--- src/rtl/filter_peak_detector_pkg.sv ---
// Shared types for the peak detector: sample width, FSM state and the event payload.
// Event fields are sized for the widest supported timestamp/width configuration.
package filter_peak_detector_pkg;

  localparam int unsigned SIZE_FILTER_DATA = 16;
  localparam int unsigned EVT_TS_WIDTH     = 64;
  localparam int unsigned EVT_W_WIDTH      = 16;

  typedef enum logic [1:0] {
    IDLE,
    TRACK,
    WAIT_LOW,
    DEAD
  } state_e;

  typedef struct packed {
    logic signed [SIZE_FILTER_DATA-1:0] amp;
    logic [EVT_TS_WIDTH-1:0]            tstamp;
    logic [EVT_W_WIDTH-1:0]             width;
    logic                               pileup;
  } event_t;

endpackage

--- src/rtl/peak_event_buffer.sv ---
// One-entry event holding register with valid/ready handoff, load-or-drop decision
// and a saturating count of events that arrived while the slot was still occupied.
module peak_event_buffer
  import filter_peak_detector_pkg::*;
(
  input  logic       i_clk,
  input  logic       i_reset,
  input  logic       i_load,
  input  event_t     i_event,
  input  logic       i_ready,
  output logic       o_valid,
  output event_t     o_event,
  output logic [7:0] o_lost_count
);

  logic       r_valid;
  event_t     r_event;
  logic [7:0] r_lost;
  logic       w_accept;

  // The slot is free when empty or when its occupant is handed off this cycle.
  assign w_accept = !r_valid || i_ready;

  always_ff @(posedge i_clk or posedge i_reset) begin
    if (i_reset) begin
      r_valid <= 1'b0;
      r_event <= '0;
      r_lost  <= 8'd0;
    end else begin
      if (i_load && w_accept) begin
        r_valid <= 1'b1;
        r_event <= i_event;
      end else if (r_valid && i_ready) begin
        r_valid <= 1'b0;
      end
      if (i_load && !w_accept && (r_lost != 8'hFF)) begin
        r_lost <= r_lost + 8'd1;
      end
    end
  end

  assign o_valid      = r_valid;
  assign o_event      = r_event;
  assign o_lost_count = r_lost;

endmodule

--- src/rtl/filter_peak_detector.sv ---
// Threshold-crossing pulse detector on the shaping-filter output: tracks peak, peak
// timestamp, width and pile-up per pulse, then hands one event to the readout buffer.
module filter_peak_detector
  import filter_peak_detector_pkg::*;
#(
  parameter int          THRESHOLD = 100,
  parameter int unsigned HOLDOFF   = 8,
  parameter int unsigned MAX_WIDTH = 64,
  parameter int unsigned TS_WIDTH  = 32,
  parameter int unsigned W_WIDTH   = 8
) (
  input  logic                               i_clk,
  input  logic                               i_reset,
  input  logic signed [SIZE_FILTER_DATA-1:0] i_filter_data,
  output logic                               o_event_valid,
  input  logic                               i_event_ready,
  output logic signed [SIZE_FILTER_DATA-1:0] o_event_amp,
  output logic        [TS_WIDTH-1:0]         o_event_time,
  output logic        [W_WIDTH-1:0]          o_event_width,
  output logic                               o_event_pileup,
  output logic        [7:0]                  o_lost_count,
  output logic                               o_busy
);

  localparam logic signed [SIZE_FILTER_DATA-1:0] LP_THRESHOLD = SIZE_FILTER_DATA'(THRESHOLD);
  localparam logic [W_WIDTH-1:0] LP_MAX_WIDTH = W_WIDTH'(MAX_WIDTH);
  localparam int unsigned LP_HO_W    = (HOLDOFF < 2) ? 1 : $clog2(HOLDOFF + 1);
  localparam int unsigned LP_HO_LAST = (HOLDOFF == 0) ? 0 : HOLDOFF - 1;

  state_e                             r_state;
  logic        [TS_WIDTH-1:0]         r_ts;
  logic signed [SIZE_FILTER_DATA-1:0] r_max;
  logic        [TS_WIDTH-1:0]         r_t_max;
  logic        [W_WIDTH-1:0]          r_width;
  logic        [LP_HO_W-1:0]          r_dead;
  logic                               r_busy;

  logic                               w_above;
  logic                               w_new_peak;
  logic signed [SIZE_FILTER_DATA-1:0] w_new_max;
  logic        [TS_WIDTH-1:0]         w_new_t_max;
  logic        [W_WIDTH-1:0]          w_width_inc;
  logic                               w_load;
  event_t                             w_event;
  event_t                             w_buf_event;

  assign w_above     = i_filter_data > LP_THRESHOLD;
  assign w_new_peak  = w_above && (i_filter_data > r_max);
  assign w_new_max   = w_new_peak ? i_filter_data : r_max;
  assign w_new_t_max = w_new_peak ? r_ts : r_t_max;
  assign w_width_inc = r_width + W_WIDTH'(1);

  // Event completion: falling below threshold, or width hitting the pile-up limit.
  always_comb begin
    w_load         = 1'b0;
    w_event.amp    = r_max;
    w_event.tstamp = EVT_TS_WIDTH'(r_t_max);
    w_event.width  = EVT_W_WIDTH'(r_width);
    w_event.pileup = 1'b0;
    if (r_state == TRACK) begin
      if (w_above) begin
        w_event.amp    = w_new_max;
        w_event.tstamp = EVT_TS_WIDTH'(w_new_t_max);
        w_event.width  = EVT_W_WIDTH'(w_width_inc);
        w_event.pileup = 1'b1;
        w_load         = (w_width_inc == LP_MAX_WIDTH);
      end else begin
        w_load = 1'b1;
      end
    end else if ((r_state == IDLE) && w_above && (MAX_WIDTH <= 1)) begin
      w_event.amp    = i_filter_data;
      w_event.tstamp = EVT_TS_WIDTH'(r_ts);
      w_event.width  = EVT_W_WIDTH'(1);
      w_event.pileup = 1'b1;
      w_load         = 1'b1;
    end
  end

  always_ff @(posedge i_clk or posedge i_reset) begin
    if (i_reset) begin
      r_state <= IDLE;
      r_ts    <= '0;
      r_max   <= '0;
      r_t_max <= '0;
      r_width <= '0;
      r_dead  <= '0;
      r_busy  <= 1'b0;
    end else begin
      r_ts <= r_ts + TS_WIDTH'(1);
      case (r_state)
        IDLE: begin
          if (w_above) begin
            r_max   <= i_filter_data;
            r_t_max <= r_ts;
            r_width <= W_WIDTH'(1);
            r_state <= (MAX_WIDTH <= 1) ? WAIT_LOW : TRACK;
            r_busy  <= 1'b1;
          end
        end
        TRACK: begin
          if (w_above) begin
            r_max   <= w_new_max;
            r_t_max <= w_new_t_max;
            r_width <= w_width_inc;
            if (w_width_inc == LP_MAX_WIDTH) begin
              r_state <= WAIT_LOW;
            end
          end else begin
            r_state <= DEAD;
            r_dead  <= '0;
          end
        end
        WAIT_LOW: begin
          if (!w_above) begin
            r_state <= DEAD;
            r_dead  <= '0;
          end
        end
        DEAD: begin
          if (r_dead == LP_HO_W'(LP_HO_LAST)) begin
            r_state <= IDLE;
            r_busy  <= 1'b0;
          end else begin
            r_dead <= r_dead + LP_HO_W'(1);
          end
        end
        default: begin
          r_state <= IDLE;
          r_busy  <= 1'b0;
        end
      endcase
    end
  end

  peak_event_buffer u_buffer (
    .i_clk        (i_clk),
    .i_reset      (i_reset),
    .i_load       (w_load),
    .i_event      (w_event),
    .i_ready      (i_event_ready),
    .o_valid      (o_event_valid),
    .o_event      (w_buf_event),
    .o_lost_count (o_lost_count)
  );

  assign o_event_amp    = w_buf_event.amp;
  assign o_event_time   = TS_WIDTH'(w_buf_event.tstamp);
  assign o_event_width  = W_WIDTH'(w_buf_event.width);
  assign o_event_pileup = w_buf_event.pileup;
  assign o_busy         = r_busy;

endmodule

--- config.mk ---
export PLATFORM = sky130hd
export DESIGN_NAME = filter_peak_detector
export DESIGN_NICKNAME = d
export VERILOG_FILES = /design/src/rtl/filter_peak_detector_pkg.sv /design/src/rtl/peak_event_buffer.sv /design/src/rtl/filter_peak_detector.sv
export SDC_FILE = /design/constraint.sdc
export NUM_CORES = 1
export LEC_CHECK = 0
export CAP_MARGIN = 20
export CORE_MARGIN = 2
export CORE_UTILIZATION = 35
export CTS_CLUSTER_DIAMETER = 200
export DETAILED_ROUTE_END_ITERATION = 16
export GPL_TIMING_DRIVEN = 0
export PLACE_DENSITY = 0.57
export SLEW_MARGIN = 20
export SYNTH_ARGS = -nofsm -noshare
export SYNTH_HDL_FRONTEND = slang
export SYNTH_HIERARCHICAL = 1
export SYNTH_SLANG_ARGS = --single-unit
--- constraint.sdc ---
create_clock -name i_clk -period 4.65 [get_ports i_clk]
set_clock_uncertainty 0.05 [all_clocks]
set_input_delay 1.395 -clock i_clk [delete_from_list [all_inputs] [get_ports i_clk]]
set_output_delay 1.395 -clock i_clk [all_outputs]
set_load 0.01 [all_outputs]
* Word level (Yosys, flattened, before mapping)
Index checks and enable logic that the tools add are counted.
** Storage, ports and cells
- Bits in registers :: 161
- Bits in latches :: 0
- RAM bits :: 0
- ROM bits :: 0
- Bits of input ports :: 19
- Output and inout port bits :: 67
- Logic and storage cells :: 79
- Memories kept :: 0
** Operators by class
- $add $sub $neg :: 4
- Multipliers :: 0
- Divide/modulo/power cells :: 0
- Magnitude comparators :: 2
- Equal/unequal tests :: 13
- Shift-type cells :: 0
- Mux-type cells :: 29
- Bitwise gates (word level) :: 0
- Reduce and logical (&&, ||, !) cells :: 18
** Operator list (number)
- $mux W97 :: 2
- $mux W32 :: 3
- $pmux W32 S2 :: 1
- $mux W16 :: 3
- $add A32 B1 Y32 const B :: 1
- $pmux W16 S2 :: 1
- $add A8 B1 Y8 const B :: 2
- $gt A16 B16 Y1 :: 1
- $gt A16 B8 Y1 const B :: 1
- $mux W8 :: 2
- $pmux W8 S2 :: 1
- $ne A2 B2 Y1 const B :: 6
- $mux W2 :: 5
- $reduce_and A3 Y1 :: 3
- $eq A8 B7 Y1 const B :: 1
- $mux W4 :: 2
- $ne A8 B8 Y1 const B :: 1
- $pmux W2 S4 :: 1
- $pmux W4 S2 :: 1
- $reduce_bool A2 Y1 :: 4
- $mux W1 :: 6
- $logic_and A1 B1 Y1 :: 5
- $add A4 B1 Y4 const B :: 1
- $eq A2 B2 Y1 const B :: 2
- other kinds (9) :: 10

* Logic depth before layout (Yosys ltp)
Gate-level depths: netlist (run 1).
- Depth after elaboration :: 6
- Depth in mapped cells :: 11
- Gate-level depth less buffers :: 10

* By module
The synthesis (run 1) kept the hierarchy.
** Modules (own cells, without submodules)
- filter_peak_detector :: instances 1, cells an instance 467, area each 5417.7 um2, seq. area each 2377.3 um2
- peak_event_buffer :: instances 1, cells an instance 242, area each 4156.5 um2, seq. area each 2652.5 um2

* Worst setup path after synthesis (run 1)
OpenSTA, ideal clock, no wires.
- Path type :: input-to-reg
- From :: input port i_filter_data[15]
- To :: register u_buffer.r_event (netlist bit u_buffer/o_event[34])
- Library setup time :: 125 ps
- Data arrival time :: 3585 ps
- Data required time :: 4475 ps
- Path slack :: 890 ps
- Stages on the path :: 10
- Buffers on the path :: 2
- Cell sequence :: ha_1 -> and4_1 -> nand3_1 -> a21o_1 -> a311oi_1 -> nor2_1 -> buf_4 -> buf_6 -> mux2_2 -> mux2_4
** RTL lines
- start: declaration :: RTL line filter_peak_detector.sv:14 : input logic signed [SIZE_FILTER_DATA-1:0] i_filter_data,
- end signal: assignment :: RTL line peak_event_buffer.sv:32 : r_event <= i_event;
- end: declaration :: RTL line peak_event_buffer.sv:17 : event_t r_event;

==> results.json, run 1 <==
{
  "arrival_ns": 4.52,
  "ys_warn_count": 6,
  "first_global_vias": 5544,
  "cts_tree": "done",
  "die-area_mm2": 0.02434,
  "fmax_ghz": 0.2346,
  "avgSynthCellArea_um2": 12.92,
  "finalMaxSlewViolations": 0,
  "rsz0062_at_grt": "false",
  "fin_crit_sh": 0.9166,
  "ant_nets": 0,
  "die_w_um": 156,
  "final.setup.tns_ns": 0,
  "required_ns": 4.91,
  "port_buffers": 85,
  "layout.nets": 776,
  "drive_gt1_frac": 0.2849,
  "route.detailed.drc": 0,
  "postCtsSetupBuffers": 0,
  "status": "finished clean",
  "viasPerCell": 5.017,
  "final_area_mm2": 0.009901,
  "dp_hpwl_mm": 11.91,
  "area.growth.synth_to_final_pct": 22.44,
  "grt_pass1_wl_mm": 28.64,
  "cap_viol_max_count": 0,
  "dr.pass1.iters": 4,
  "wl_per_cell_um": 16.38,
  "io_pins": 86,
  "grt-ovfl-total": 0,
  "coreArea_mm2": 0.02264,
  "die_h_um": 156,
  "ctsHoldBuffers": 0,
  "worst_slew_pin_slew_ns": 0.6426,
  "clkLatencyLatePin_ns": 0.43,
  "grt_max_degree": 66,
  "p_per_area_mw_per_mm2": 491.3,
  "routed_wl_mm": 16.86,
  "finalSetupViolCount": 0,
  "grt.total_usage": 0.1488,
  "num_antenna_cells": 0,
  "gp_congestion": 0.7538,
  "finalPower_uw": 4864,
  "peakVddDrop_mv": 0.2608,
  "power.leakage_uw": 0.004681,
  "clk_pin_slew_ns": 0.06,
  "start_util": 0.3572,
  "place_inst": 998,
  "fin_crit_ns": 4.262,
  "h-tree-depth": 4,
  "setup.worst_path.end_class": "flop",
  "crit_fanout": 10,
  "cts_buffers": 17,
  "netlist_instances": 626,
  "fin_cells": 1029,
  "cts_max_path_buffers": 2,
  "cts_resized": 0,
  "crit_type": "in2reg",
  "relSlewSlack": 0.5687,
  "num_vias": 5163,
  "placed_area_mm2": 0.009356,
  "row_count": 55,
  "hp-class": "reg2reg",
  "cts_root_buf": "clkbuf_16",
  "antenna_found_initial": 0,
  "pre_cts_slack_ns": -0.04855,
  "synth_nets": 670,
  "first_iter_violations": 244,
  "cp-start-kind": "input port",
  "setup_slack_ns": 0.3879,
  "hold_viol": 0,
  "syn-cell-area_mm2": 0.008087,
  "cts.sink_count": 161
}
cell usage in the layout, fill, tap and decap left out, types with 5 or more instances in the layout:
master           count
a22o_1               6
nand4_1              8
a21oi_1             17
dfrtp_1            161
mux2_2              99
ha_1                25
clkbuf_1             6
buf_6                8
mux2_4              51
clkdlybuf4s50_1     85
o21ai_0             21
nand3_1             22
clkbuf_16           17
nand2_1             29
nor2_1              18
buf_2                5
nor3_1               5
xnor2_1             33
a31oi_1              7
xor2_1               8
and4_1               9
inv_1               24
and3_1               7
final timing paths:
check | start | end | slack, ns | cells after the start
worst max-delay path | i_filter_data[15] | u_buffer/o_event[48]$_DFFE_PP0P_ | 0.39 | 11
worst min-delay path | r_t_max[29]$_DFFE_PP0P_ | r_t_max[29]$_DFFE_PP0P_ | 0.44 | 1
worst max register to register | r_max[15]$_DFFE_PP0P_ | u_buffer/o_event[48]$_DFFE_PP0P_ | 1.49 | 11
worst min register to register | r_t_max[29]$_DFFE_PP0P_ | r_t_max[29]$_DFFE_PP0P_ | 0.44 | 1
max in group asynchronous | i_reset | r_width[1]$_DFFE_PP0P_ | 2.55 | 3
min in group asynchronous | i_reset | u_buffer/o_event[41]$_DFFE_PP0P_ | 1.35 | 2
where the power goes:
| group | switching [uW] | total (uW) | internal, uW | leakage [uW] |
|---|---|---|---|---|
| Clock | 600 | 1300 | 703 | 0.000261 |
| Sequential | 178 | 1830 | 1660 | 0.00212 |
| Combinational | 775 | 1730 | 952 | 0.00230 |
metal layers:
layer  track usage  share of wire  vias to the layer above
li1              -              -                     2452
met1        0.1918           0.46                     2590
met2        0.2417           0.48                      102
met3       0.03333          0.040                       19
met4       0.06291          0.020                        0
met5             0              0                        -
layout make-up:
cell class / count / area (um^2)
buffer: 24 / 212.7
clock buffer: 18 / 439.2
clock inverter: 13 / 105.1
fill: 2009 / 12740
inverter: 27 / 108.9
multi-input combinational: 414 / 3744
sequential: 161 / 4029
tap: 285 / 356.6
timing repair buffer: 87 / 905.9
registers in the layout (all words and copies together) (netlist names):
signal,count
r_dead,4
r_state,2
u_buffer/o_lost_count,8
r_width,8
u_buffer/o_event,57
r_ts,32
o_busy,1
r_t_max,32
u_buffer/o_valid,1
r_max,16
worst max-delay path, stage by stage:
cell             delay (ns)
clkdlybuf4s50_1        0.47
ha_1                   0.36
and4_1                 0.28
nand3_1                0.09
a21o_1                 0.17
a311oi_1               0.59
nor2_1                 0.17
buf_4                  0.24
buf_6                  0.16
mux2_2                 0.30
mux2_4                 0.27
stage by stage:
stage,hold slack (ns),util
finish,0.4431,0.4373
global route,0.4665,0.4373
CTS,0.4401,0.4373
detailed placement,0.4252,0.4133
global placement,0.4205,0.4105
floorplan,0.3993,-
No activity file was read; power rests on OpenSTA's default activity.
==> run 2: changes to the inputs <==
--- a/config.mk
+++ b/config.mk
@@ -12,6 +12,7 @@
 export DETAILED_ROUTE_END_ITERATION = 16
 export GPL_TIMING_DRIVEN = 0
 export PLACE_DENSITY = 0.57
+export SKIP_CTS_REPAIR_TIMING = 1
 export SLEW_MARGIN = 20
 export SYNTH_ARGS = -nofsm -noshare
 export SYNTH_HDL_FRONTEND = slang
==> results of run 2 <==
The final DEF is identical to that of run 1; final timing and power are the same.
